## config.mk

```make
export PLATFORM = sky130hd
export DESIGN_NAME = conv_window_gen_flat
export DESIGN_NICKNAME = d
export VERILOG_FILES = /design/src/rtl/cnn_pkg.sv /design/src/rtl/conv_window_gen_if.sv /design/src/rtl/line_delay.sv /design/src/rtl/conv_window_gen.sv /design/src/flat_wrapper.sv
export SDC_FILE = /design/constraint.sdc
export NUM_CORES = 1
export LEC_CHECK = 0
export ABC_AREA = 1
export BUFFER_PORTS_ARGS = -buffer_cell sky130_fd_sc_hd__buf_2
export CORE_UTILIZATION = 61
export CTS_CLUSTER_DIAMETER = 120
export DETAILED_ROUTE_END_ITERATION = 8
export GPL_TIMING_DRIVEN = 0
export PLACE_DENSITY = 0.94
export SYNTH_ARGS = -nofsm -noshare
export SYNTH_HDL_FRONTEND = slang
export SYNTH_SLANG_ARGS = --single-unit
```

## constraint.sdc

```tcl
create_clock -name clk -period 15.1 [get_ports clk]
set_input_delay 2.265 -clock clk [delete_from_list [all_inputs] [get_ports clk]]
set_output_delay 2.265 -clock clk [all_outputs]
set_load 0.02 [all_outputs]
```

## src/rtl/cnn_pkg.sv

```systemverilog
// Shared definitions for the convolution front-end: window state encoding and
// the flat window-word index helper.
package cnn_pkg;

    // Window generator phase: FILL while the first K-1 rows are buffered.
    typedef enum logic [0:0] {
        FILL   = 1'b0,
        ACTIVE = 1'b1
    } win_state_e;

    // Bit offset of window element (r,c) inside the flat window word.
    function automatic int unsigned win_offset(
        input int unsigned r,
        input int unsigned c,
        input int unsigned k,
        input int unsigned data_w
    );
        return (r * k + c) * data_w;
    endfunction

endpackage

```

## src/rtl/conv_window_gen_if.sv

```systemverilog
// Pixel-in / window-out bundle of the sliding-window generator.
interface conv_window_gen_if #(
    parameter int unsigned DATA_W = 16,
    parameter int unsigned K      = 3
);
    logic                    in_valid;
    logic [DATA_W-1:0]       in_data;
    logic                    win_valid;
    logic [K*K*DATA_W-1:0]   win_data;
    logic                    frame_done;

    // Pixel source side.
    modport master (
        output in_valid,
        output in_data,
        input  win_valid,
        input  win_data,
        input  frame_done
    );

    // Window generator side.
    modport slave (
        input  in_valid,
        input  in_data,
        output win_valid,
        output win_data,
        output frame_done
    );
endinterface

```

## src/rtl/line_delay.sv

```systemverilog
// Fixed-depth shift delay: dout is the sample accepted DEPTH enables ago.
module line_delay #(
    parameter int unsigned DATA_W = 16,
    parameter int unsigned DEPTH  = 8
) (
    input  logic              clk,
    input  logic              reset,
    input  logic              en,
    input  logic [DATA_W-1:0] din,
    output logic [DATA_W-1:0] dout
);

    logic [DATA_W-1:0] mem_q [DEPTH];

    // Shift one position per enabled cycle; hold otherwise.
    always_ff @(posedge clk or posedge reset) begin
        if (reset) begin
            for (int unsigned i = 0; i < DEPTH; i++) begin
                mem_q[i] <= '0;
            end
        end else if (en) begin
            mem_q[0] <= din;
            for (int unsigned i = 1; i < DEPTH; i++) begin
                mem_q[i] <= mem_q[i-1];
            end
        end
    end

    assign dout = mem_q[DEPTH-1];

endmodule

```

## src/rtl/conv_window_gen.sv

```systemverilog
// Sliding KxK window generator: buffers K-1 image rows and emits one flat
// window word per pixel that completes a fully in-image neighbourhood.
module conv_window_gen
    import cnn_pkg::*;
#(
    parameter int unsigned DATA_W = 16,
    parameter int unsigned IMG_W  = 8,
    parameter int unsigned IMG_H  = 8,
    parameter int unsigned K      = 3
) (
    input  logic              clk,
    input  logic              reset,
    conv_window_gen_if.slave  io
);

    localparam int unsigned COL_W = (IMG_W > 1) ? $clog2(IMG_W) : 1;
    localparam int unsigned ROW_W = (IMG_H > 1) ? $clog2(IMG_H) : 1;

    logic [COL_W-1:0] col_q, col_d;
    logic [ROW_W-1:0] row_q, row_d;
    win_state_e       state_q, state_d;
    logic             win_valid_q, win_valid_d;
    logic             frame_done_q, frame_done_d;
    logic             last_col_c, last_row_c;

    // tap[i] is the input stream delayed by i image rows.
    logic [DATA_W-1:0] tap [K];

    // Window element (r,c) sits at bits (r*K+c)*DATA_W of the packed word.
    logic [K-1:0][K-1:0][DATA_W-1:0] win_q;

    assign tap[0] = io.in_data;

    // Cascaded row delays feeding the upper window rows.
    for (genvar g = 1; g < K; g++) begin : g_row_dly
        line_delay #(
            .DATA_W (DATA_W),
            .DEPTH  (IMG_W)
        ) u_line_delay (
            .clk    (clk),
            .reset  (reset),
            .en     (io.in_valid),
            .din    (tap[g-1]),
            .dout   (tap[g])
        );
    end

    assign last_col_c = (col_q == COL_W'(IMG_W - 1));
    assign last_row_c = (row_q == ROW_W'(IMG_H - 1));

    // Next-state, position counters and window strobes; all advance on accept only.
    always_comb begin
        state_d      = state_q;
        col_d        = col_q;
        row_d        = row_q;
        win_valid_d  = 1'b0;
        frame_done_d = 1'b0;

        if (io.in_valid) begin
            if (last_col_c) begin
                col_d = '0;
                row_d = last_row_c ? '0 : row_q + ROW_W'(1);
            end else begin
                col_d = col_q + COL_W'(1);
            end

            case (state_q)
                FILL: begin
                    // Last pixel of row K-2: the next row completes full windows.
                    if (last_col_c && (row_q == ROW_W'(K - 2))) begin
                        state_d = ACTIVE;
                    end
                end
                ACTIVE: begin
                    win_valid_d = (col_q >= COL_W'(K - 1));
                    if (last_col_c && last_row_c) begin
                        state_d      = FILL;
                        frame_done_d = 1'b1;
                    end
                end
                default: state_d = FILL;
            endcase
        end
    end

    // State, counters and output strobes.
    always_ff @(posedge clk or posedge reset) begin
        if (reset) begin
            state_q      <= FILL;
            col_q        <= '0;
            row_q        <= '0;
            win_valid_q  <= 1'b0;
            frame_done_q <= 1'b0;
        end else begin
            state_q      <= state_d;
            col_q        <= col_d;
            row_q        <= row_d;
            win_valid_q  <= win_valid_d;
            frame_done_q <= frame_done_d;
        end
    end

    // Window registers: each row shifts left and takes its row tap on the right.
    always_ff @(posedge clk or posedge reset) begin
        if (reset) begin
            win_q <= '0;
        end else if (io.in_valid) begin
            for (int unsigned r = 0; r < K; r++) begin
                for (int unsigned c = 0; c + 1 < K; c++) begin
                    win_q[r][c] <= win_q[r][c+1];
                end
                win_q[r][K-1] <= tap[K-1-r];
            end
        end
    end

    assign io.win_valid  = win_valid_q;
    assign io.frame_done = frame_done_q;
    assign io.win_data   = win_q;

endmodule

```

## src/flat_wrapper.sv

```systemverilog
// flat-port wrapper written by rule: the top's interface ports become plain ports
module conv_window_gen_flat import cnn_pkg::*;
#(
    parameter int unsigned DATA_W = 16,
    parameter int unsigned IMG_W  = 8,
    parameter int unsigned IMG_H  = 8,
    parameter int unsigned K      = 3
)
  (clk, reset, io_in_valid, io_in_data, io_win_valid, io_win_data, io_frame_done);
  conv_window_gen_if #(.DATA_W(DATA_W), .K(K)) io_i ();
  input  logic clk;
  input  logic reset;
  input wire logic [$bits(io_i.in_valid)-1:0] io_in_valid;
  input wire logic [$bits(io_i.in_data)-1:0] io_in_data;
  output wire logic [$bits(io_i.win_valid)-1:0] io_win_valid;
  output wire logic [$bits(io_i.win_data)-1:0] io_win_data;
  output wire logic [$bits(io_i.frame_done)-1:0] io_frame_done;
  assign io_i.in_valid = io_in_valid;
  assign io_i.in_data = io_in_data;
  assign io_win_valid = io_i.win_valid;
  assign io_win_data = io_i.win_data;
  assign io_frame_done = io_i.frame_done;
  conv_window_gen #(.DATA_W(DATA_W), .IMG_W(IMG_W), .IMG_H(IMG_H), .K(K)) u_core (.clk(clk), .reset(reset), .io(io_i));
endmodule
```

== Word-level counts from Yosys, hierarchy flattened ==
Cells that the tools add are included.
Widths: inputs -> output; s select.

* Register bits: 313
* Latch bits: 0
* RAM bits: 0
* Memory bits (read-only): 0
* Input port bits: 19
* Output and inout port bits: 146
* Logic and storage cells: 44
* Memories kept: 0

* $add $sub $neg: 2
* $mul: 0
* Div/mod/pow operators: 0
* $lt $le $gt $ge: 1
* Eq/ne operators: 3
* Shifts and indexed selects: 0
* Muxes and demuxes: 10
* Bitwise logic cells: 1
* Reduce and logical (&&, ||, !) cells: 3

{| class="wikitable"
|+ Operator list
! cell !! number
|-
| $mux 1 || 7
|-
| $add 3x1->3 const B || 2
|-
| $eq 3x3->1 const B || 2
|-
| $mux 3 || 2
|-
| $eq 3x1->1 const B || 1
|-
| $ge 3x2->1 const B || 1
|-
| $logic_and 1x1->1 || 2
|-
| $pmux 1 s2 || 1
|-
| $reduce_and 2->1 || 1
|-
| $not 1->1 || 1
|}

== Logic depth before layout (Yosys ltp) ==
* Word-level depth: 5
* Gate-level depth with buffers: 6
* Depth with buffers taken out: 6

== Cells and area by module ==
Synthesis repeated with hierarchy kept, for this count alone.

* Cells, all modules: 1725
* Area total of the unflattened synthesis: 16180.5 µm²

{| class="wikitable"
|+ By module, submodules not included
! module !! instances !! cells each !! area each (µm²) !! seq. area each (µm²)
|-
| line_delay || 2 || 558 || 5083.6 || 3203.1
|-
| conv_window_gen || 1 || 609 || 6013.3 || 3828.7
|}

== Worst setup path before layout ==
No wires, ideal clock.

* Path type: input-to-reg
* Start: input io_in_valid
* End: register u_core.g_row_dly[1].u_line_delay.mem_q (netlist bit u_core.g_row_dly[1].u_line_delay.dout[0])
* Library setup time: 0.132 ns
* Data arrival time: 2.881 ns
* Required time: 14.968 ns
* Setup slack: 12.087 ns
* Cell stages on the path: 4
* Path buffers: 2
* Cells stage by stage: inv_2 -> buf_4 -> clkbuf_1 -> o21ai_1

{| class="wikitable"
|+ RTL lines
! item !! RTL line !! source
|-
| from (decl) || flat_wrapper.sv:13 || <nowiki>input wire logic [$bits(io_i.in_valid)-1:0] io_in_valid;</nowiki>
|-
| to (signal, indexed assignment) || line_delay.sv:24 || <nowiki>mem_q[i] <= mem_q[i-1];</nowiki>
|-
| to (decl) || line_delay.sv:13 || <nowiki>logic [DATA_W-1:0] mem_q [DEPTH];</nowiki>
|}

No word-level cell between the ends.

== Worst setup path after layout ==
* Start: register u_core.win_q (netlist bit u_core.io.win_data[65])
* End: output io_win_data[65]

{| class="wikitable"
|+ RTL lines
! item !! RTL line !! source
|-
| from (decl) || conv_window_gen.sv:30 || <nowiki>logic [K-1:0][K-1:0][DATA_W-1:0] win_q;</nowiki>
|-
| from (signal, indexed assignment) || conv_window_gen.sv:110 || <nowiki>win_q[r][c] <= win_q[r][c+1];</nowiki>
|-
| from (signal, indexed assignment) || conv_window_gen.sv:112 || <nowiki>win_q[r][K-1] <= tap[K-1-r];</nowiki>
|-
| to (decl) || flat_wrapper.sv:16 || <nowiki>output wire logic [$bits(io_i.win_data)-1:0] io_win_data;</nowiki>
|}

No word-level cell between the ends.

==> impl_metrics.yaml <==
hold_path:
  worst_hold_path_type: "reg2reg"
  holdPathEnd: "u_core.g_row_dly[1].u_line_delay.mem_q[78]"
  hold_depth: 2
  worstHoldStart: "u_core.g_row_dly[1].u_line_delay.mem_q[78]"
pwr:
  power.total_uw: 2200
  ir_worst_vdd_v: 0.000117
  leakage_uw: 0.00753
  p_per_area_nw_per_um2: 151
timing:
  skew_ps: 10.8
  worst_slew_pin_slew_ps: 694
  rsz0062_at_grt: "no"
  slew_viol_final: 0
  hold_slack_ps: 481
  final-hold-violation-count: 0
  fmax_mhz: 277
  setup-violations-final: 0
  fin_crit_sh: 0.239
  min_period_ps: 3610
  fin_setup_tns_ps: 0
  relSlewSlack: 0.537
finish:
  fin_nets: 1510
  nFillCells: 1228
  drive_gt1_frac: 0.232
  area_growth_pct: 17.8
  multi_input_area_um2: 2900
  seqCellArea_um2: 7830
floorplanning:
  io_pins: 165
  coreArea_um2: 19700
  start_util: 0.630
  dieHeight_um: 144
  die_w_um: 144
  die_area_um2: 20900
  core.rowCount: 51
clock_network:
  cts_tree: "built"
  cts_setup_buffers: 0
  cts-resized-gates: 0
  ctsHtreeMaxLevel: 1
  clk_latency_ps: 560
  cts-buffers-inserted: 30
  clock_path_buffers: 3
  cts_hold_buf: 0
  clockRootBuffer: "clkbuf_16"
  cts.sinks: 313
  clkTransAtPathRegs_ps: 60
route:
  dr_total_vias: 9723
  vias_per_cell: 5.49
  route.antenna.remaining_nets: 0
  drt-pass1-iter-count: 5
  drtIter0Drc: 800
  drt-total-wl_um: 32400
  post_drt_wl_per_cell_um: 18.3
  route.detailed.drc: 0
worst_setup_path:
  reg2regPathDepth: 6
  critPathMaxStageDelay_ps: 490
  crit_slowest_cell: "dfrtp_1"
  cp.required_ps: 12840
  arrival_ps: 1340
  startpoint_type: "flop"
  timing.rr.end: "u_core.state_q"
  crit_fanout: 3
  r2r_slack_ps: 13790
  path_class: "reg2out"
  endpoint_kind: "output pin"
  reg2reg_from: "u_core.col_q[0]"
  crit_chain: "buf_4, buf_2"
grt:
  grt_usage: 0.322
  grt_pass1_vias: 10000
  antenna_found_initial: 0
  grt_start_max_net_pins: 108
  grt_pass1_wl_um: 50600
  overflow: 0
logic_synthesis:
  syn-cell-area_um2: 12400
  ys_ff_latch: 313
  yosys_warnings: 0
  synth_area_per_cell_um2: 9.62
  syn_nets: 1312
  synth_cell_types: 13
  syn_inst: 1287
  yosysSeqAreaShare: 0.633
placed_design:
  gp_congestion: 0.884
  portBuffers: 164
  dp_hpwl_um: 20800
run:
  drv_cap: 0
status:
  status: "finished clean"
worst max path at each step:
| stage | startpoint | to | slack (ps) |
|---|---|---|---|
| 2_1_floorplan | reset | u_core.col_q[0] | 4180 |
| 3_3_place_gp | reset | u_core.io.win_data[142] | 1450 |
| 3_5_place_dp | reset | u_core.io.win_data[140] | 11180 |
| 4_1_cts | u_core.io.win_data[64] | io_win_data[64] | 11500 |
| 5_1_grt | u_core.io.win_data[64] | io_win_data[64] | 11490 |
| 6_report | u_core.io.win_data[65] | io_win_data[65] | 11490 |
registers in the layout, summed over array words and instances (netlist names):
register                             count
u_core.g_row_dly.u_line_delay.mem_q    144
u_core.io.win_data                     128
u_core.g_row_dly.u_line_delay.dout      32
u_core.col_q                             3
u_core.row_q                             3
u_core.io.frame_done                     1
u_core.io.win_valid                      1
u_core.state_q                           1
synth_stat cells:
| master | number | area, um2 |
|---|---|---|
| a21oi_1 | 2 | 10.0 |
| buf_2 | 15 | 75.1 |
| buf_4 | 120 | 901 |
| buf_6 | 2 | 22.5 |
| clkbuf_1 | 26 | 97.6 |
| dfrtp_1 | 313 | 7830 |
| ha_1 | 6 | 75.1 |
| inv_1 | 147 | 552 |
| inv_2 | 1 | 3.75 |
| nand2_1 | 367 | 1380 |
| nor2_1 | 4 | 15.0 |
| o21ai_0 | 179 | 896 |
| o21ai_1 | 105 | 526 |
routing by layer:
metal | up-vias | global-route usage | part of all wire
li1 | 4302 | - | -
met1 | 4785 | 0.353 | 0.35
met2 | 503 | 0.577 | 0.51
met3 | 133 | 0.0682 | 0.084
met4 | 0 | 0.183 | 0.058
met5 | - | 0 | 0
layout make-up:
cell class,count,area share
plain buffers,163,0.0752
diodes,1,0.000172
well taps,265,0.0227
multi-input cells,663,0.199
clock buffers,47,0.0628
repair buffers,166,0.0601
inverters,148,0.0386
flip-flops and latches,313,0.537
clock inverters,6,0.00455
where the power goes:
part           total, uW  internal, uW  leakage, uW  switching, uW
registers           1060           968      0.00407           87.8
logic                401           147      0.00297            254
clock network        747           431     0.000486            315
total               2200          1550      0.00753            657
layout by cell type, fill, tap and decap left out, types with 2 or more instances in the layout:
| cell type | synthesis | layout |
|---|---|---|
| a21oi_1 | 2 | 2 |
| nor2_1 | 4 | 4 |
| buf_4 | 120 | 120 |
| buf_2 | 15 | 179 |
| clkinv_2 | 0 | 4 |
| o21ai_0 | 179 | 179 |
| inv_1 | 147 | 146 |
| buf_6 | 2 | 2 |
| dfrtp_1 | 313 | 313 |
| o21ai_1 | 105 | 105 |
| clkbuf_16 | 0 | 31 |
| clkbuf_8 | 0 | 8 |
| buf_16 | 0 | 2 |
| ha_1 | 6 | 6 |
| clkbuf_1 | 26 | 34 |
| nand2_1 | 367 | 367 |
per-stage QoR:
stage	setup WS (ps)	util	area, um2	std cells
6_report	11490	0.742	14600	1772
5_1_grt	11490	0.742	14600	1771
4_1_cts	11500	0.742	14600	1771
3_5_place_dp	11180	0.692	13600	1718
3_3_place_gp	1450	0.689	13500	1716
2_1_floorplan	4180	-	12400	1287
worst max-delay path: cells and delay by family, from the launching register on:
family                 cells  cell delay [ps]
DFF                        1              490
buffers and inverters      2              310
logic make-up after synthesis:
family          synth area share
simple gates               0.112
fa+ha+maj                0.00606
compound gates             0.116
flops                      0.633
buf+inv                    0.133
Power figures use the tool's default switching activity.
